==> src/rtl/mac_ctrl_pkg.sv <==
// Shared types and constants for the MAC sequencer and its datapath.
package mac_ctrl_pkg;

    localparam int unsigned DATA_W = 8;
    localparam int unsigned ACC_W  = 32;

    typedef enum logic [1:0] {
        IDLE  = 2'd0,
        RUN   = 2'd1,
        DRAIN = 2'd2,
        DONE  = 2'd3
    } state_e;

    // Negative results clamp to zero when ReLU is enabled; applied after wrap.
    function automatic logic signed [ACC_W-1:0] relu_clamp(
        input logic signed [ACC_W-1:0] v,
        input logic                    en
    );
        return (en && v[ACC_W-1]) ? '0 : v;
    endfunction

endpackage

==> src/rtl/mac.sv <==
// Combinational signed 8x8 multiply plus 32-bit accumulate (wraps modulo 2^32).
module mac
    import mac_ctrl_pkg::*;
(
    input  logic signed [DATA_W-1:0] a,
    input  logic signed [DATA_W-1:0] w,
    input  logic signed [ACC_W-1:0]  acc_in,
    output logic signed [ACC_W-1:0]  sum
);

    logic signed [2*DATA_W-1:0] prod;
    logic signed [ACC_W-1:0]    prod_ext;

    assign prod     = a * w;
    assign prod_ext = {{(ACC_W-2*DATA_W){prod[2*DATA_W-1]}}, prod};
    assign sum      = acc_in + prod_ext;

endmodule

==> src/rtl/mac_seq_ctrl.sv <==
// Dot-product sequencer: issues paired buffer reads, accumulates one product per
// cycle onto a bias, optionally applies ReLU and holds the result on valid/ready.
module mac_seq_ctrl
    import mac_ctrl_pkg::*;
#(
    parameter int unsigned LEN_W  = 4,
    parameter int unsigned ADDR_W = 8
) (
    input  logic                     clk,
    input  logic                     rst,
    input  logic                     start,
    input  logic [LEN_W-1:0]         len,
    input  logic [ADDR_W-1:0]        base_a,
    input  logic [ADDR_W-1:0]        base_w,
    input  logic signed [ACC_W-1:0]  bias,
    input  logic                     relu_en,
    output logic                     busy,
    output logic                     rd_en,
    output logic [ADDR_W-1:0]        rd_addr_a,
    output logic [ADDR_W-1:0]        rd_addr_w,
    input  logic signed [DATA_W-1:0] rd_data_a,
    input  logic signed [DATA_W-1:0] rd_data_w,
    output logic                     res_valid,
    input  logic                     res_ready,
    output logic signed [ACC_W-1:0]  res_data
);

    state_e                  state;
    logic [LEN_W-1:0]        len_q;
    logic [LEN_W-1:0]        cnt_q;
    logic                    relu_q;
    logic                    pend_q;
    logic signed [ACC_W-1:0] acc_q;
    logic signed [ACC_W-1:0] mac_sum;

    mac u_mac (
        .a      (rd_data_a),
        .w      (rd_data_w),
        .acc_in (acc_q),
        .sum    (mac_sum)
    );

    always_ff @(posedge clk or posedge rst) begin
        if (rst) begin
            state     <= IDLE;
            len_q     <= '0;
            cnt_q     <= '0;
            relu_q    <= 1'b0;
            pend_q    <= 1'b0;
            acc_q     <= '0;
            busy      <= 1'b0;
            rd_en     <= 1'b0;
            rd_addr_a <= '0;
            rd_addr_w <= '0;
            res_valid <= 1'b0;
            res_data  <= '0;
        end else begin
            // Buffer data arrives one cycle after the strobe.
            pend_q <= rd_en;
            if (pend_q) begin
                acc_q <= mac_sum;
            end

            unique case (state)
                IDLE: begin
                    if (start) begin
                        len_q     <= len;
                        relu_q    <= relu_en;
                        acc_q     <= bias;
                        busy      <= 1'b1;
                        rd_addr_a <= base_a;
                        rd_addr_w <= base_w;
                        if (len == '0) begin
                            state     <= DONE;
                            res_valid <= 1'b1;
                            res_data  <= relu_clamp(bias, relu_en);
                        end else begin
                            state <= RUN;
                            rd_en <= 1'b1;
                            cnt_q <= LEN_W'(1'b1);
                        end
                    end
                end
                RUN: begin
                    // cnt_q counts reads issued including the one on the bus now.
                    if (cnt_q == len_q) begin
                        rd_en <= 1'b0;
                        state <= DRAIN;
                    end else begin
                        rd_addr_a <= rd_addr_a + ADDR_W'(1'b1);
                        rd_addr_w <= rd_addr_w + ADDR_W'(1'b1);
                        cnt_q     <= cnt_q + LEN_W'(1'b1);
                    end
                end
                DRAIN: begin
                    // Final product lands this cycle, so take the datapath sum directly.
                    state     <= DONE;
                    res_valid <= 1'b1;
                    res_data  <= relu_clamp(mac_sum, relu_q);
                end
                DONE: begin
                    if (res_ready) begin
                        state     <= IDLE;
                        res_valid <= 1'b0;
                        busy      <= 1'b0;
                    end
                end
                default: state <= IDLE;
            endcase
        end
    end

endmodule
==> config.mk <==
export PLATFORM = sky130hd
export DESIGN_NAME = mac_seq_ctrl
export DESIGN_NICKNAME = d
export VERILOG_FILES = /design/src/rtl/mac_ctrl_pkg.sv /design/src/rtl/mac.sv /design/src/rtl/mac_seq_ctrl.sv
export SDC_FILE = /design/constraint.sdc
export NUM_CORES = 1
export LEC_CHECK = 0
export CORE_MARGIN = 5
export CORE_UTILIZATION = 45
export CTS_CLUSTER_DIAMETER = 80
export DETAILED_ROUTE_END_ITERATION = 8
export GPL_ROUTABILITY_DRIVEN = 0
export PLACE_DENSITY = 0.67
export SYNTH_ARGS = -nofsm -noshare
export SYNTH_HDL_FRONTEND = slang
export SYNTH_HIERARCHICAL = 1
export SYNTH_SLANG_ARGS = --single-unit
==> constraint.sdc <==
create_clock -name clk -period 15.57 [get_ports clk]
set_clock_uncertainty 0.15 [all_clocks]
set_input_delay 3.114 -clock clk [delete_from_list [all_inputs] [get_ports clk]]
set_output_delay 3.114 -clock clk [all_outputs]
set_load 0.01 [all_outputs]
==> flow_summary.json <==
{
  "dp_hpwl_um": 18800,
  "grt_max_degree": 74,
  "crit_fanout": 25,
  "yosysSeqAreaShare": 0.234,
  "syn_avg_cell_area_um2": 9.90,
  "syn2layout_area_growth_pct": 17.4,
  "period_share": 0.666,
  "synth_most_common_cell": "fa_1",
  "worstMarginPinSlew_ps": 1060,
  "worstSetupPathType": "in -> reg",
  "wl_met1_um": 11400,
  "cts_buffer_depth": 2,
  "cts_hold_buf": 0,
  "crit_required_ps": 15680,
  "final-max-slew-violation-count": 0,
  "die-area_um2": 25600,
  "die_width_um": 160,
  "wl_met2_um": 11400,
  "cts_sinks": 95,
  "drc": 0,
  "synthCells": 1024,
  "start_kind": "input pin",
  "start_util": 0.452,
  "drtAntennaViolNets": 0,
  "synthTopCellsByCount": "136 x fa_1, 129 x nand2_1, 110 x inv_1, 95 x dfrtp_1, 77 x ha_1",
  "drtIter0Drc": 571,
  "grt_setup_unrepaired": "no",
  "synth_top_area_share": 0.269,
  "cp-end-kind": "register",
  "min_period_ps": 10380,
  "crit_start": "rd_data_w[0]",
  "fin_setup_tns_ps": 0,
  "die_h_um": 160,
  "ys_seq_elements": 95,
  "cts_root_buf": "clkbuf_16",
  "synthArstFlopShare": 1.00,
  "wirelength_um": 24200,
  "arrival_ps": 10490,
  "synth_edf_count": 0,
  "cts_tree": "yes",
  "r2r-start": "acc_q[6]$_DFF_PP0_",
  "grt_pass1_vias": 8129,
  "cap_violations": 0,
  "routed_via_density": 5.50,
  "htree_levels": 3,
  "fillers": 2049,
  "rows": 55,
  "cts.repair.resized": 0,
  "layout.nets": 1413,
  "core_area_um2": 22400,
  "post_cts.repair.setup_buffers": 0,
  "layout-drive-gt1-share": 0.0389,
  "top_layer": "met4",
  "synth-main-ff-cell": "dfrtp_1",
  "antenna_found_initial": 0,
  "synth_top_cell_by_area": "fa_1",
  "setup_viol": 0,
  "drt_first_pass_iters": 5,
  "vias": 7802,
  "numCtsBuffers": 9,
  "path_clk_slew_ps": 80,
  "routedWlPerCell_um": 17.1,
  "io_pins": 124,
  "grt_pass1_wl_um": 42000,
  "grt_usage": 0.198,
  "hp-class": "reg -> reg",
  "finalHoldViolCount": 0,
  "ys_types": 72,
  "io_buffers": 123,
  "max_freq_ghz": 0.0964,
  "hp-start": "rd_en$_DFFE_PP0P_",
  "syn-num-nets": 1310,
  "grt_overflow": 0,
  "clock_latency_ps": 360,
  "outcome": "finished clean",
  "yosysWarningCount": 6,
  "route.met3.wl_um": 1250,
  "synth_area_leaders": "fa_1 27%, dfrtp_1 23%, ha_1 9.5%",
  "netlist_area_um2": 10100,
  "slew-limit-headroom": 0.295
}
placed cells by master (no fill, tap or decap), types with 8 or more instances in the layout:
cell | synthesis | routed
mux2i_1 | 42 | 42
o21ai_1 | 8 | 8
dfrtp_1 | 95 | 94
a22oi_1 | 33 | 33
xnor2_1 | 27 | 27
and3_1 | 8 | 8
inv_1 | 110 | 109
nand3_1 | 18 | 18
nor2_1 | 28 | 28
a21oi_1 | 25 | 24
fa_1 | 136 | 136
and2_1 | 35 | 33
a21o_1 | 15 | 15
clkdlybuf4s50_1 | 0 | 123
nor3_1 | 11 | 11
clkbuf_16 | 0 | 9
xor2_1 | 8 | 8
o21ai_0 | 76 | 76
ha_1 | 77 | 77
nand2_1 | 129 | 129
critical path, stage by stage:
cell and delay [ps]:
clkdlybuf4s50_1 620, and2_2 830, inv_1 140, fa_1 510, inv_1 50, fa_1 510, fa_1 440, fa_1 590
fa_1 430, ha_1 260, a2111oi_0 360, o21ai_1 190, a32oi_2 310, nor2b_1 150, a21oi_2 280, o21ai_1 130
xnor2_1 180, a21boi_2 710, buf_4 370, a22oi_1 100, o21ai_0 180
flip-flops by register name (all words and copies together), names as in the netlist:
signal and cells:
acc_q 32, busy 1, cnt_q 4, len_q 4, pend_q 1, rd_addr_a 8
rd_addr_w 8, rd_en 1, relu_q 1, res_data 32, res_valid 1, state 2
metal layers:
layer	GRT usage	up-vias
met2	0.318	198
li1	-	3691
met3	0.0328	18
met1	0.285	3895
met4	0.0418	0
met5	0	-
layout make-up:
cell class | count | area, um2 | area share
clock inverter | 6 | 41.3 | 0.00347
clock buffer | 10 | 229 | 0.0192
timing repair buffer | 130 | 1280 | 0.108
inverter | 111 | 419 | 0.0352
tap | 285 | 357 | 0.0300
sequential | 95 | 2380 | 0.200
multi-input combinational | 780 | 7190 | 0.604
antenna | 1 | 2.50 | 0.000210
final timing paths:
kind	slack [ps]	end	cells past startpoint
min reg2reg	270	pend_q$_DFF_PP0_	0
max	5190	res_data[27]$_DFFE_PP0P_	21
max reg2reg	9090	res_data[27]$_DFFE_PP0P_	21
min in group asynchronous	2960	res_data[28]$_DFFE_PP0P_	2
min	270	pend_q$_DFF_PP0_	0
max in group asynchronous	11120	pend_q$_DFF_PP0_	3
kinds of logic after synthesis:
kind of cell             Yosys count  share of synthesized area
AO/OA/AOI/OAI                    223                      0.145
adder cells (fa/ha/maj)          213                      0.364
flip-flops                        95                      0.234
multiplexers                      43                     0.0426
buffers and inverters            149                     0.0576
XOR/XNOR                          35                     0.0302
AND/OR/NAND/NOR                  266                      0.126
through the flow:
stage,cells,area [um2],util,hold slack [ps],setup WS [ps]
2_1_floorplan,1024,10100,-,285,6220
3_3_place_gp,1401,11600,0.519,243,5070
3_5_place_dp,1401,11600,0.519,242,4870
4_1_cts,1417,11900,0.531,262,5220
5_1_grt,1417,11900,0.531,274,4660
6_report,1418,11900,0.531,268,5190
Power is not shown: default switching activity piles up to over one toggle a cycle in this logic, so the estimate is an artifact.
